### src/rtl/mem_stage_ctrl_pkg.sv
// ============================================================================
// mem_stage_ctrl_pkg : EXE/MEM bundle field map, FSM states and op decoder
// Rev 1.0
// ============================================================================
`default_nettype none

package mem_stage_ctrl_pkg;

  localparam int BUNDLE_W = 52;
  localparam int OP_DW    = 16;
  localparam int RD_W     = 5;

  localparam int F_MEM_RD     = 51;
  localparam int F_MEM_WR     = 50;
  localparam int F_REG_WR     = 49;
  localparam int F_MEM_TO_REG = 48;
  localparam int F_RD_HI      = 47;
  localparam int F_RD_LO      = 43;
  localparam int F_RSV_HI     = 42;
  localparam int F_RSV_LO     = 32;
  localparam int F_ALU_HI     = 31;
  localparam int F_ALU_LO     = 16;
  localparam int F_WD_HI      = 15;
  localparam int F_WD_LO      = 0;

  typedef enum logic [1:0] {
    S_IDLE   = 2'd0,
    S_REQ    = 2'd1,
    S_ACCESS = 2'd2
  } state_e;

  typedef struct packed {
    logic             mem_rd;
    logic             mem_wr;
    logic             reg_wr;
    logic             mem_to_reg;
    logic [RD_W-1:0]  rd;
    logic [OP_DW-1:0] alu;
    logic [OP_DW-1:0] wdata;
  } op_t;

  function automatic op_t decode_op(input logic [BUNDLE_W-1:0] b);
    op_t o;
    o.mem_rd     = b[F_MEM_RD];
    o.mem_wr     = b[F_MEM_WR];
    o.reg_wr     = b[F_REG_WR];
    o.mem_to_reg = b[F_MEM_TO_REG];
    o.rd         = b[F_RD_HI:F_RD_LO];
    o.alu        = b[F_ALU_HI:F_ALU_LO];
    o.wdata      = b[F_WD_HI:F_WD_LO];
    return o;
  endfunction

endpackage

`default_nettype wire

### src/rtl/mem_stage_ctrl_if.sv
// ============================================================================
// mem_stage_ctrl_if : EXE/MEM bundle, data-memory bus and MEM/WB result
// Rev 1.0
// ============================================================================
`default_nettype none

interface mem_stage_ctrl_if #(
  parameter int N      = 51,
  parameter int DATA_W = 16
);
  logic [N:0]        c;
  logic              stall;
  logic              bus_req;
  logic              bus_gnt;
  logic              mem_en;
  logic              mem_we;
  logic [DATA_W-1:0] mem_addr;
  logic [DATA_W-1:0] mem_wdata;
  logic [DATA_W-1:0] mem_rdata;
  logic              mem_ack;
  logic              wb_valid;
  logic              wb_reg_wr;
  logic [4:0]        wb_rd;
  logic [DATA_W-1:0] wb_data;
  logic              bus_err;

  // slave = the memory stage, master = everything around it
  modport slave (
    input  c, bus_gnt, mem_rdata, mem_ack,
    output stall, bus_req, mem_en, mem_we, mem_addr, mem_wdata,
           wb_valid, wb_reg_wr, wb_rd, wb_data, bus_err
  );

  modport master (
    output c, bus_gnt, mem_rdata, mem_ack,
    input  stall, bus_req, mem_en, mem_we, mem_addr, mem_wdata,
           wb_valid, wb_reg_wr, wb_rd, wb_data, bus_err
  );
endinterface

`default_nettype wire

### src/rtl/mem_timeout_ctr.sv
// ============================================================================
// mem_timeout_ctr : cycle counter with clear/enable, terminal count at TIMEOUT-1
// Rev 1.0
// ============================================================================
`default_nettype none

module mem_timeout_ctr #(
  parameter int TIMEOUT = 64
) (
  input  logic clk,
  input  logic rst,
  input  logic clr_i,
  input  logic en_i,
  output logic tc_o
);
  localparam int CNT_W = $clog2(TIMEOUT);

  logic [CNT_W-1:0] cnt_q, cnt_d;

  assign tc_o = (cnt_q == CNT_W'(TIMEOUT - 1));

  always_comb begin
    cnt_d = cnt_q;
    if (clr_i)
      cnt_d = '0;
    else if (en_i && !tc_o)
      cnt_d = cnt_q + CNT_W'(1);
  end

  always_ff @(posedge clk) begin
    if (rst)
      cnt_q <= '0;
    else
      cnt_q <= cnt_d;
  end
endmodule

`default_nettype wire

### src/rtl/mem_stage_ctrl.sv
// ============================================================================
// mem_stage_ctrl : EXE/MEM consumer running loads/stores on the arbitrated bus
// Rev 1.0
// ============================================================================
`default_nettype none

module mem_stage_ctrl
  import mem_stage_ctrl_pkg::*;
#(
  parameter int N       = 51,
  parameter int DATA_W  = 16,
  parameter int TIMEOUT = 64
) (
  input  logic           clk,
  input  logic           rst,
  mem_stage_ctrl_if.slave bus
);
  logic [N:0] w_bundle;
  op_t        w_op;
  logic       unused_rsvd;
  logic       w_tc;

  state_e            state_q, state_d;
  op_t               op_q, op_d;
  logic              stall_q, stall_d;
  logic              bus_req_q, bus_req_d;
  logic              mem_en_q, mem_en_d;
  logic              mem_we_q, mem_we_d;
  logic              wb_valid_q, wb_valid_d;
  logic              wb_reg_wr_q, wb_reg_wr_d;
  logic [4:0]        wb_rd_q, wb_rd_d;
  logic [DATA_W-1:0] wb_data_q, wb_data_d;
  logic              bus_err_q, bus_err_d;

  assign w_bundle    = bus.c;
  assign w_op        = decode_op(w_bundle);
  assign unused_rsvd = ^w_bundle[F_RSV_HI:F_RSV_LO];

  // Counter runs only while in ACCESS; any exit (including a gnt-loss retry) restarts it
  mem_timeout_ctr #(.TIMEOUT(TIMEOUT)) u_tmo (
    .clk   (clk),
    .rst   (rst),
    .clr_i (state_q != S_ACCESS),
    .en_i  (state_q == S_ACCESS),
    .tc_o  (w_tc)
  );

  always_comb begin
    state_d     = state_q;
    op_d        = op_q;
    wb_valid_d  = 1'b0;
    wb_reg_wr_d = 1'b0;
    wb_rd_d     = wb_rd_q;
    wb_data_d   = wb_data_q;
    bus_err_d   = 1'b0;

    case (state_q)
      S_IDLE: begin
        if (w_op.mem_rd && w_op.mem_wr) begin
          bus_err_d  = 1'b1;
          wb_valid_d = 1'b1;
          wb_rd_d    = w_op.rd;
          wb_data_d  = w_op.alu;
        end else if (w_op.mem_rd || w_op.mem_wr) begin
          op_d    = w_op;
          state_d = S_REQ;
        end else if (w_op.reg_wr || w_op.mem_to_reg) begin
          wb_valid_d  = 1'b1;
          wb_reg_wr_d = w_op.reg_wr;
          wb_rd_d     = w_op.rd;
          wb_data_d   = w_op.alu;
        end
      end
      S_REQ: begin
        if (bus.bus_gnt)
          state_d = S_ACCESS;
      end
      S_ACCESS: begin
        if (bus.mem_ack) begin
          state_d     = S_IDLE;
          wb_valid_d  = 1'b1;
          wb_reg_wr_d = op_q.mem_rd && op_q.reg_wr;
          wb_rd_d     = op_q.rd;
          wb_data_d   = (op_q.mem_rd && op_q.mem_to_reg) ? bus.mem_rdata : op_q.alu;
        end else if (!bus.bus_gnt) begin
          state_d = S_REQ;
        end else if (w_tc) begin
          state_d    = S_IDLE;
          bus_err_d  = 1'b1;
          wb_valid_d = 1'b1;
          wb_rd_d    = op_q.rd;
        end
      end
      default: state_d = S_IDLE;
    endcase

    stall_d   = (state_d != S_IDLE);
    bus_req_d = (state_d != S_IDLE);
    mem_en_d  = (state_d == S_ACCESS);
    mem_we_d  = mem_en_d && op_d.mem_wr;
  end

  always_ff @(posedge clk) begin
    if (rst) begin
      state_q     <= S_IDLE;
      op_q        <= '0;
      stall_q     <= 1'b0;
      bus_req_q   <= 1'b0;
      mem_en_q    <= 1'b0;
      mem_we_q    <= 1'b0;
      wb_valid_q  <= 1'b0;
      wb_reg_wr_q <= 1'b0;
      wb_rd_q     <= '0;
      wb_data_q   <= '0;
      bus_err_q   <= 1'b0;
    end else begin
      state_q     <= state_d;
      op_q        <= op_d;
      stall_q     <= stall_d;
      bus_req_q   <= bus_req_d;
      mem_en_q    <= mem_en_d;
      mem_we_q    <= mem_we_d;
      wb_valid_q  <= wb_valid_d;
      wb_reg_wr_q <= wb_reg_wr_d;
      wb_rd_q     <= wb_rd_d;
      wb_data_q   <= wb_data_d;
      bus_err_q   <= bus_err_d;
    end
  end

  assign bus.stall     = stall_q;
  assign bus.bus_req   = bus_req_q;
  assign bus.mem_en    = mem_en_q;
  assign bus.mem_we    = mem_we_q;
  assign bus.mem_addr  = op_q.alu;
  assign bus.mem_wdata = op_q.wdata;
  assign bus.wb_valid  = wb_valid_q;
  assign bus.wb_reg_wr = wb_reg_wr_q;
  assign bus.wb_rd     = wb_rd_q;
  assign bus.wb_data   = wb_data_q;
  assign bus.bus_err   = bus_err_q;
endmodule

`default_nettype wire
### src/flat_wrapper.sv
// flat-port wrapper written by rule: the top's interface ports become plain ports
module mem_stage_ctrl_flat import mem_stage_ctrl_pkg::*;
#(
  parameter int N       = 51,
  parameter int DATA_W  = 16,
  parameter int TIMEOUT = 64
)
  (clk, rst, bus_c, bus_bus_gnt, bus_mem_rdata, bus_mem_ack, bus_stall, bus_bus_req, bus_mem_en, bus_mem_we, bus_mem_addr, bus_mem_wdata, bus_wb_valid, bus_wb_reg_wr, bus_wb_rd, bus_wb_data, bus_bus_err);
  mem_stage_ctrl_if #(.N(N), .DATA_W(DATA_W)) bus_i ();
  input  logic clk;
  input  logic rst;
  input wire logic [$bits(bus_i.c)-1:0] bus_c;
  input wire logic [$bits(bus_i.bus_gnt)-1:0] bus_bus_gnt;
  input wire logic [$bits(bus_i.mem_rdata)-1:0] bus_mem_rdata;
  input wire logic [$bits(bus_i.mem_ack)-1:0] bus_mem_ack;
  output wire logic [$bits(bus_i.stall)-1:0] bus_stall;
  output wire logic [$bits(bus_i.bus_req)-1:0] bus_bus_req;
  output wire logic [$bits(bus_i.mem_en)-1:0] bus_mem_en;
  output wire logic [$bits(bus_i.mem_we)-1:0] bus_mem_we;
  output wire logic [$bits(bus_i.mem_addr)-1:0] bus_mem_addr;
  output wire logic [$bits(bus_i.mem_wdata)-1:0] bus_mem_wdata;
  output wire logic [$bits(bus_i.wb_valid)-1:0] bus_wb_valid;
  output wire logic [$bits(bus_i.wb_reg_wr)-1:0] bus_wb_reg_wr;
  output wire logic [$bits(bus_i.wb_rd)-1:0] bus_wb_rd;
  output wire logic [$bits(bus_i.wb_data)-1:0] bus_wb_data;
  output wire logic [$bits(bus_i.bus_err)-1:0] bus_bus_err;
  assign bus_i.c = bus_c;
  assign bus_i.bus_gnt = bus_bus_gnt;
  assign bus_i.mem_rdata = bus_mem_rdata;
  assign bus_i.mem_ack = bus_mem_ack;
  assign bus_stall = bus_i.stall;
  assign bus_bus_req = bus_i.bus_req;
  assign bus_mem_en = bus_i.mem_en;
  assign bus_mem_we = bus_i.mem_we;
  assign bus_mem_addr = bus_i.mem_addr;
  assign bus_mem_wdata = bus_i.mem_wdata;
  assign bus_wb_valid = bus_i.wb_valid;
  assign bus_wb_reg_wr = bus_i.wb_reg_wr;
  assign bus_wb_rd = bus_i.wb_rd;
  assign bus_wb_data = bus_i.wb_data;
  assign bus_bus_err = bus_i.bus_err;
  mem_stage_ctrl #(.N(N), .DATA_W(DATA_W), .TIMEOUT(TIMEOUT)) u_core (.clk(clk), .rst(rst), .bus(bus_i));
endmodule
### config.mk
export PLATFORM = sky130hd
export DESIGN_NAME = mem_stage_ctrl_flat
export DESIGN_NICKNAME = d
export VERILOG_FILES = /design/src/rtl/mem_stage_ctrl_pkg.sv /design/src/rtl/mem_stage_ctrl_if.sv /design/src/rtl/mem_timeout_ctr.sv /design/src/rtl/mem_stage_ctrl.sv /design/src/flat_wrapper.sv
export SDC_FILE = /design/constraint.sdc
export NUM_CORES = 1
export LEC_CHECK = 0
export CORE_MARGIN = 5
export CORE_UTILIZATION = 40
export DETAILED_ROUTE_END_ITERATION = 8
export MAX_ROUTING_LAYER = met4
export PLACE_DENSITY = 0.84
export SLEW_MARGIN = 0
export SYNTH_ARGS = -nofsm -noshare
export SYNTH_HDL_FRONTEND = slang
export SYNTH_SLANG_ARGS = --single-unit
### constraint.sdc
create_clock -name clk -period 1.6 [get_ports clk]
set_input_delay 0.32 -clock clk [delete_from_list [all_inputs] [get_ports clk]]
set_output_delay 0.32 -clock clk [all_outputs]
set_load 0.05 [all_outputs]
=== After elaboration in Yosys (flattened, before gate mapping) ===
Cells that the tools add are included.

* Reduce and logical (&&, ||, !) cells: 15
* Bitwise operators: 1
* Add/sub/neg operators: 1
* Multiplexer cells: 38
* Equality and inequality tests: 10

{| class="wikitable"
|+ Operator list
! operator !! count
|-
| $mux 40 || 3
|-
| $mux 16 || 5
|-
| $pmux 16 s2 || 1
|-
| $mux 5 || 6
|-
| $mux 1 || 12
|-
| $mux 2 || 6
|-
| $pmux 5 s2 || 1
|-
| $add 6x1->6 const B || 1
|-
| $eq 6x6->1 const B || 1
|-
| $ne 3x2->1 const B || 2
|-
| $pmux 1 s2 || 3
|-
| $pmux 2 s3 || 1
|-
| $logic_and 1x1->1 || 5
|-
| $reduce_and 5->1 || 1
|-
| $eq 2x2->1 const B || 2
|-
| $ne 2x2->1 const B || 2
|-
| $reduce_and 4->1 || 1
|-
| $reduce_bool 2->1 || 2
|-
| $ne 3x1->1 const B || 1
|-
| $ne 3x3->1 const B || 1
|-
| $reduce_and 3->1 || 1
|-
| $eq 2x1->1 const B || 1
|-
| $logic_not 2->1 || 1
|-
| $logic_or 1x1->1 || 2
|-
| 3 further kinds || 3
|}

* Logic and storage cells: 82
* Output and inout port bits: 60
* Input bits: 72
* Register bits after elaboration: 76

=== Logic depth before layout (Yosys ltp) ===
Gate-level depths: netlist of run 1.

* Depth in word-level cells: 7
* Depth in mapped cells: 7
* Gate-level depth less buffers: 6

=== Cells and area by module ===
A second synthesis of run 1 with hierarchy kept.

* Cells, all modules: 400
* Area total of the unflattened synthesis: 3379.5 µm²

{| class="wikitable"
|+ By module, submodules not included
! module !! sequential area each (µm²) !! cells an instance !! instances !! area an instance (µm²)
|-
| mem_stage_ctrl || 1401.3 || 368 || 1 || 3086.7
|-
| mem_timeout_ctr || 120.1 || 32 || 1 || 292.8
|}

=== Worst setup path after synthesis of run 1 ===
Ideal clock, no wire load.

* Path type: input port to flip-flop
* Start point: input bus_c[50]
* End point: register u_core.wb_data_q[10] (netlist: u_core.bus.wb_data[10])
* Slack: -87 ps
* Buffers on the path: 1
* Required time: 1483 ps
* Library setup time: 117 ps
* Arrival time: 1570 ps
* Stages on the path: 6
* Path through: inv_1 > ha_1 > a221oi_2 > a21oi_1 > buf_4 > a22o_1

* Cells in the longest elaborated chain, start to end: 3
* Elaborated cells on any way between the ends: 7
* Those cells by class: eq/ne (2); mux (2); reduce/logical (3)

{| class="wikitable"
|+ Ends and longest elaborated chain
! element !! line !! text
|-
| start, declared || flat_wrapper.sv:12 || <nowiki>input wire logic [$bits(bus_i.c)-1:0] bus_c;</nowiki>
|-
| $logic_or 1x1->1 or $logic_and 1x1->1 (tied branches) || mem_stage_ctrl.sv:64, mem_stage_ctrl.sv:59 ||
|-
| $ne 3x2->1 (no source line) (tied with other cells) || - ||
|-
| $reduce_and 4->1 (no source line) or $pmux 16 s2 (tied branches) || - ||
|-
| end signal, assigned || mem_stage_ctrl.sv:126 || <nowiki>wb_data_q <= wb_data_d;</nowiki>
|-
| end, declared || mem_stage_ctrl.sv:32 || <nowiki>logic [DATA_W-1:0] wb_data_q, wb_data_d;</nowiki>
|}

Parallel ways exist; a longest one is shown, timed or not.
A chain may end at the register's enable or synchronous reset.

=== Worst setup path in the final report of run 1 ===
* Start point: input bus_c[48]
* End point: register u_core.wb_data_q[4] (netlist: u_core.bus.wb_data[4])

* Cells in the longest elaborated chain, start to end: 3

{| class="wikitable"
|+ Ends and longest elaborated chain
! element !! line !! text
|-
| $logic_or 1x1->1 || mem_stage_ctrl.sv:67 || <nowiki>end else if (w_op.reg_wr || w_op.mem_to_reg) begin</nowiki>
|-
| $ne 3x1->1 (no source line) || - ||
|-
| $reduce_and 4->1 (no source line) || - ||
|}

No other way between the ends.

==> metrics.md, run 1 <==
| Metric | Value |
|---|---|
| Post-route ant nets | 0 |
| Syn nets | 476 |
| RSZ-0062 raised after global routing | true |
| Routed WL | 9.432 mm |
| Status | completed |
| Global-route wire length before repair | 15.03 mm |
| Die area | 10470 µm² |
| Sequential fraction of the synthesis area | 44.62% |
| Remaining DRCs | 0 |
| Slew of the pin with the lowest slew margin | 0.3961 ns |
| MaxCap Viol Count | 0 |
| Vias per cell | 5.050 |
| Arrival time worst endpoint | 1.80 ns |
| DRT Pass-1 Iters | 4 |
| Die width | 102.3 µm |
| Die Ht | 102.3 µm |
| CP endpoint kind | flop |
| Initial DRC Count | 106 |
| Crit path time final | 1.569 ns |
| Crit path max-delay family | buffers and inverters |
| Overall power | 5409 µW |
| Crit start category | input pin |
| CP bufs+invs | 4 |
| Clock-pin slew on the worst setup and hold paths | 0.07 ns |
| Max VDD drop | 0.6767 mV |
| Final Hold Viols | 0 |
| Vias after detailed routing | 3106 |
| Leading area contributor after synthesis | dfxtp_1 |
| Slew HR | 73.59% |
| Placed Cells | 594 |
| Worst Path Class, Setup | input pin to flop |
| Cell variety after synth | 39 |
| PD cells | 1108 nW/µm² |
| Top-area cell type share of the netlist area | 44.62% |
| GRT Resource Usage Total | 18.63% |
| Min-Delay Path Class | input pin to flop |
| Dpl cell area | 4509 µm² |
| Lkg Pwr | 0.002157 µW |
| Cells after Synth | 401 |
| Final #Nets | 581 |
| Row Count | 33 |
| RePlAce Congestion | 0.8219 |
| Post-synth top flop | dfxtp_1 |
| Async S/R FF share, synth | 0% |
| Post-route cell area | 4883 µm² |
| CTS tree | yes |
| Drt wl/cell | 15.34 µm |
| Synth Area per Inst | 8.503 µm² |
| CP peak stage delay | 0.50 ns |
| Initial antenna violation count | 0 |
| Clock skew | 0.006172 ns |
| Clk_lat worst skew | 0.34 ns |
| Total grt overflow | 0 |
| WP data required | 1.83 ns |
| Initial Util | 41.29% |
| CP max FO | 16 |
| CP Cell Sequence | clkdlybuf4s50_1, nor2_2, a221oi_4, buf_6, buf_6, a21oi_4, buf_12, a22o_1 |
| Post-synthesis instance area | 3410 µm² |
| CTS Buffer Depth | 2 |
| Fin cells | 615 |
| CTS Buf Count | 9 |
| Largest net degree at the start of global routing | 40 |
| Vias in the first global route | 3220 |
| Final period util | 98.05% |
| Critical path's slowest cell | clkdlybuf4s50_1 |
| Htree depth | 3 |
| Synthesis-to-finish area growth | 43.23% |
| Ports | 132 |
| I/O Buffers | 120 |
| TNS Setup | 0 ns |
| CTS root buf | clkbuf_8 |
| Synth top area cells | dfxtp_1, nand2_1, buf_4 |
| Synth Warn # | 0 |
| Slew Limit Fails | 0 |
| # diodes | 0 |
| # setup viols final | 0 |
| Share of layout cells above drive strength 1 | 25.88% |
| DP HPWL | 6.910 mm |
| CTS Sinks | 76 |
| EDFF count, synth | 0 |
| Cell mode on critical path | buf_6 |
| F_max | 0.6374 GHz |
| Core area | 8258 µm² |
| Number of synthesized register bits | 76 |
-- cells in the final DEF, fill, tap and decap left out, drive strengths merged, types with 3 or more instances in the layout --
master         Yosys  final
nand2            104    104
buf               45     94
dfxtp             76     76
clkdlybuf4s50      0     57
a21oi             49     49
o21ai             22     22
mux2i             21     21
a22o              16     16
clkbuf            14     11
nor2              11     11
a311oi             5      5
inv                5      5
xor2               4      4
a211oi             3      3
bufinv             0      3
ha                 3      3
-- report_power, final --
| part | switching, µW | internal, µW |
|---|---|---|
| clock | 676 | 1070 |
| combinational | 918 | 593 |
| sequential | 102 | 2050 |
| total | 1700 | 3710 |
-- repair_timing --
| item | CTS | global route |
|---|---|---|
| cloned | 1 | 0 |
| hold buffers | 0 | 0 |
| setup buffers | 7 | 2 |
| setup endpoints to repair | 25 | 21 |
| pin swaps | 5 | 13 |
| resized for setup | 14 | 14 |
-- sequential cells by signal (all words and copies together), names as in the netlist --
signal and cells:
u_core.bus.wb_reg_wr 1, u_core.bus.mem_we 1, u_core.bus.bus_err 1, u_core.bus.wb_data 16, u_core.u_tmo.cnt_q 6, u_core.bus.stall 1, u_core.bus.wb_rd 5, u_core.bus.mem_addr 16
u_core.bus.wb_valid 1, u_core.bus.mem_en 1, u_core.state_q 2, u_core.op_q 9, u_core.bus.mem_wdata 16
-- synthesized netlist by cell type (3+ instances only) --
master / n
a211oi_1: 3
a21oi_1: 49
a22o_1: 16
a311oi_1: 5
buf_2: 9
buf_4: 35
clkbuf_1: 14
dfxtp_1: 76
ha_1: 3
inv_1: 4
mux2i_1: 21
nand2_1: 104
nor2_1: 10
o21ai_0: 21
xor2_1: 4
-- metrics by stage --
stage | hold WS [ns] | worst slack (ns) | util [%]
final | 0.3382 | 0.03120 | 59.14
after global routing | 0.3446 | -0.02612 | 59.14
after CTS | 0.3211 | 0.004753 | 59.03
after detailed placement | 0.4505 | -0.7113 | 54.61
after global placement | 0.4414 | -0.6185 | 54.61
after floorplan | 0.4357 | 0.01734 | -
-- worst paths after layout --
path                            start                       end  slack [ns]  depth (start not counted)
min                         bus_c[51]           u_core.op_q[40]        0.34                          3
max                         bus_c[48]     u_core.bus.wb_data[4]        0.03                          8
min reg2reg  u_core.bus.mem_wdata[10]  u_core.bus.mem_wdata[10]        0.46                          2
max reg2reg         u_core.state_q[1]     u_core.bus.wb_data[4]        0.07                          7
-- routing by layer --
metal	share of wire, %	GRT usage [%]
met1	42	21.17
met2	51	32.33
met3	6.0	5.256
met4	1.2	4.642
met5	0	-
-- worst reg2reg max path, delay by kind of cell (launching register included) --
kind / cells / cell delay (ns)
compound gates: 3 / 0.58
buf+inv: 4 / 0.45
flops: 1 / 0.40
-- cells by family (layout without fill, tap and decap cells) --
kind of cell	count (synthesis)	after routing	synth area share, %
DFF	76	76	44.62
adders and majority gates	3	3	1.101
buffers and inverters	64	173	11.45
muxes	21	21	6.165
AOI/OAI and AO/OA	102	102	18.79
and+or+nand+nor	131	131	16.85
xor gates and xnor gates	4	4	1.027
-- final cells by class --
type,count,area (µm²)
multi-input combinational,261,1574
tap,105,131.4
timing repair buffer,153,1389
clock inverter,4,97.59
sequential,76,1529
inverter,5,21.27
fill,727,3374
clock buffer,11,141.4
Note: power is estimated with default switching activity, not from simulation.
==> run 2, diff against run 1 <==
--- a/config.mk
+++ b/config.mk
@@ -7,6 +7,7 @@
 export LEC_CHECK = 0
 export CORE_MARGIN = 5
 export CORE_UTILIZATION = 40
+export CTS_BUF_LIST = sky130_fd_sc_hd__clkbuf_2 sky130_fd_sc_hd__clkbuf_4 sky130_fd_sc_hd__clkbuf_8
 export DETAILED_ROUTE_END_ITERATION = 8
 export MAX_ROUTING_LAYER = met4
 export PLACE_DENSITY = 0.84
==> run 2 against run 1 <==
Wire length is 0.36% lower. Critical path depth is the same. Sequential power is essentially flat. Total power is 0.29% higher. Sequential cell count stayed put. Combinational power about the same. Fmax decreased by 0.13%. Via count rose by 0.13%. Die area stayed put. Critical endpoint unchanged. Highest routed layer unchanged.
==> metrics.md, run 2 (synthesized netlist as in run 1, its figures left out) <==
| Metric | Value |
|---|---|
| Crit start category | input pin |
| Total grt overflow | 0 (unchanged) |
| Switching part of the total | 31.25% (-0.12 points) |
| Synthesis-to-finish area growth | 43.34% (about the same) |
| Slew of the pin with the lowest slew margin | 0.3958 ns (-0.0003443 ns) |
| Routed WL | 9.398 mm (-0.36%) |
| Share of layout cells above drive strength 1 | 26.08% (+0.20 points) |
| TNS Setup | 0 ns (unchanged) |
| Ports | 132 (unchanged) |
| Remaining DRCs | 0 (unchanged) |
| Crit path time final | 1.571 ns (+0.002044 ns) |
| WP data required | 1.83 ns (about the same) |
| F_max | 0.6366 GHz (-0.13%) |
| CP peak stage delay | 0.50 ns (about the same) |
| Flop pwr share | 39.6% (-0.2 points) |
| Slew Limit Fails | 0 (unchanged) |
| Status | completed |
| CP endpoint kind | flop |
| Slew HR | 73.62% (about the same) |
| Drt wl/cell | 15.28 µm (-0.36%) |
| R2R setup slack | 0.06 ns (about the same) |
| Stages on worst setup path | 8 (unchanged) |
| Die width | 102.3 µm (unchanged) |
| Lkg Pwr | 0.002160 µW (+0.16%) |
| Int Pwr | 3730 µW (+0.46%) |
| Largest net degree at the start of global routing | 40 (unchanged) |
| Critical path launch point | bus_c[48] |
| CP Cell Sequence | clkdlybuf4s50_1, nor2_2, a221oi_4, buf_6, buf_6, a21oi_4, buf_12, a22o_1 |
| Clock Power Share | 32.5% (+0.2 points) |
| Final period util | 98.18% (+0.13 points) |
| Worst r2r src | u_core.state_q[1] |
| Die Ht | 102.3 µm (unchanged) |
| Critical path's slowest cell | clkdlybuf4s50_1 |
| Initial antenna violation count | 0 (unchanged) |
| Worst Path Class, Setup | input pin to flop |
| CTS Buffer Depth | 2 (unchanged) |
| I/O Buffers | 120 (unchanged) |
| MaxCap Viol Count | 0 (unchanged) |
| Global-route wire length before repair | 15.03 mm (unchanged) |
| DRT Pass-1 Iters | 4 (unchanged) |
| Final Hold Viols | 0 (unchanged) |
| Min-Delay Path Class | input pin to flop |
| Max VDD drop | 0.6767 mV (about the same) |
| Post-route cell area | 4887 µm² (about the same) |
| CTS Sinks | 76 (unchanged) |
| Clk_lat worst skew | 0.34 ns (about the same) |
| Vias after detailed routing | 3110 (+0.13%) |
| Post-route ant nets | 0 (unchanged) |
| Final #Nets | 581 (unchanged) |
| Vias per cell | 5.057 (+0.13%) |
| Commonest non-fill, non-tap cell in the layout | nand2_1 |
| Htree depth | 3 (unchanged) |
| Initial Util | 41.29% (unchanged) |
| CP bufs+invs | 4 (unchanged) |
| GRT Resource Usage Total | 18.63% (unchanged) |
| Worst r2r path cells | 7 (unchanged) |
| Cell mode on critical path | buf_6 |
| # diodes | 0 (unchanged) |
| Clock skew | 0.006179 ns (+0.000007020 ns) |
| RR Endpoint | u_core.bus.wb_data[4] |
| CTS tree | yes |
| RSZ-0062 raised after global routing | true |
| Crit path capture | u_core.bus.wb_data[4] |
| Gate power share | 27.8% (about the same) |
| Row Count | 33 (unchanged) |
| Initial DRC Count | 106 (unchanged) |
| PD cells | 1110 nW/µm² (+0.21%) |
| Most frequent cells in the layout | nand2_1, buf_4, dfxtp_1, clkdlybuf4s50_1, a21oi_1 |
| Clock-pin slew on the worst setup and hold paths | 0.07 ns (about the same) |
| Core area | 8258 µm² (unchanged) |
| Sw power | 1695 µW (about the same) |
| Overall power | 5425 µW (+0.29%) |
| CTS root buf | clkbuf_8 |
| Die area | 10470 µm² (unchanged) |
| Arrival time worst endpoint | 1.80 ns (about the same) |
| Hold_buf cts | 0 (unchanged) |
| Dpl cell area | 4509 µm² (unchanged) |
| CTS Buf Count | 9 (unchanged) |
| RePlAce Congestion | 0.8219 (unchanged) |
| CP max FO | 16 (unchanged) |
| Crit path max-delay family | buffers and inverters |
| # setup viols final | 0 (unchanged) |
| DP HPWL | 6.910 mm (unchanged) |
| Worst Hold Margin | 0.3384 ns (+0.0001490 ns) |
| Vias in the first global route | 3220 (unchanged) |
-- run 2: timing repair --
| action | 4_1_cts | 5_1_grt |
|---|---|---|
| gates cloned | 1 | 0 |
| pin swaps | 5 | 13 |
| resized for setup | 14 | 14 |
| setup buffers | 7 | 2 |
| setup endpoints to repair | 25 | 21 |
-- run 2: layer usage --
layer	share of wire [%]	GRT usage, %	vias up	wire length (µm)
li1	-	-	1544	-
met1	42	21.17	1462	3921
met2	51	32.33	93	4796
met3	6.0	5.256	11	565
met4	1.2	4.642	0	115
met5	0	-	-	0
-- run 2: worst min-delay path by stage --
stage	from	cells past startpoint	to	slack (ns)
floorplan	u_core.op_q[32]	2	u_core.op_q[32]	0.44
global placement	u_core.op_q[32]	2	u_core.op_q[32]	0.44
detailed placement	u_core.bus.mem_wdata[10]	2	u_core.bus.mem_wdata[10]	0.45
CTS	bus_c[51]	3	u_core.op_q[40]	0.32
global route	bus_c[51]	3	u_core.op_q[40]	0.34
finish	bus_c[51]	3	u_core.op_q[40]	0.34
-- run 2: power groups by stage --
| stage | clock, µW | sequential, µW | combinational, µW |
|---|---|---|---|
| floorplan | 0 | 2390 | 777 |
| global placement | 0 | 2180 | 1430 |
| detailed placement | 0 | 2190 | 1470 |
| CTS | 1800 | 2150 | 1530 |
| global route | 1890 | 2170 | 1610 |
| finish | 1760 | 2150 | 1510 |
-- run 2: through the flow --
| stage | utilization (%) | std cells | setup slack (ns) |
|---|---|---|---|
| finish | 59.18 | 615 | 0.02915 |
| global placement | 54.61 | 594 | -0.6185 |
| CTS | 59.08 | 617 | 0.004753 |
| global route | 59.18 | 615 | -0.02612 |
| floorplan | - | 401 | 0.01734 |
| detailed placement | 54.61 | 594 | -0.7113 |
-- run 2: worst register-to-register path, cell delays in order (launching register included) --
cell and delay [ns]:
dfxtp_4 0.40, inv_4 0.06, a221oi_4 0.30, buf_6 0.15
buf_6 0.09, a21oi_4 0.05, buf_12 0.16, a22o_1 0.23
-- run 2: cell type report --
type / instances / area (µm²)
Clock inverter: 4 / 97.59
Timing Repair Buffer: 153 / 1389
Multi-Input combinational cell: 261 / 1574
Fill cell: 728 / 3371
Clock buffer: 11 / 145.1
Inverter: 5 / 21.27
Sequential cell: 76 / 1529
Tap cell: 105 / 131.4
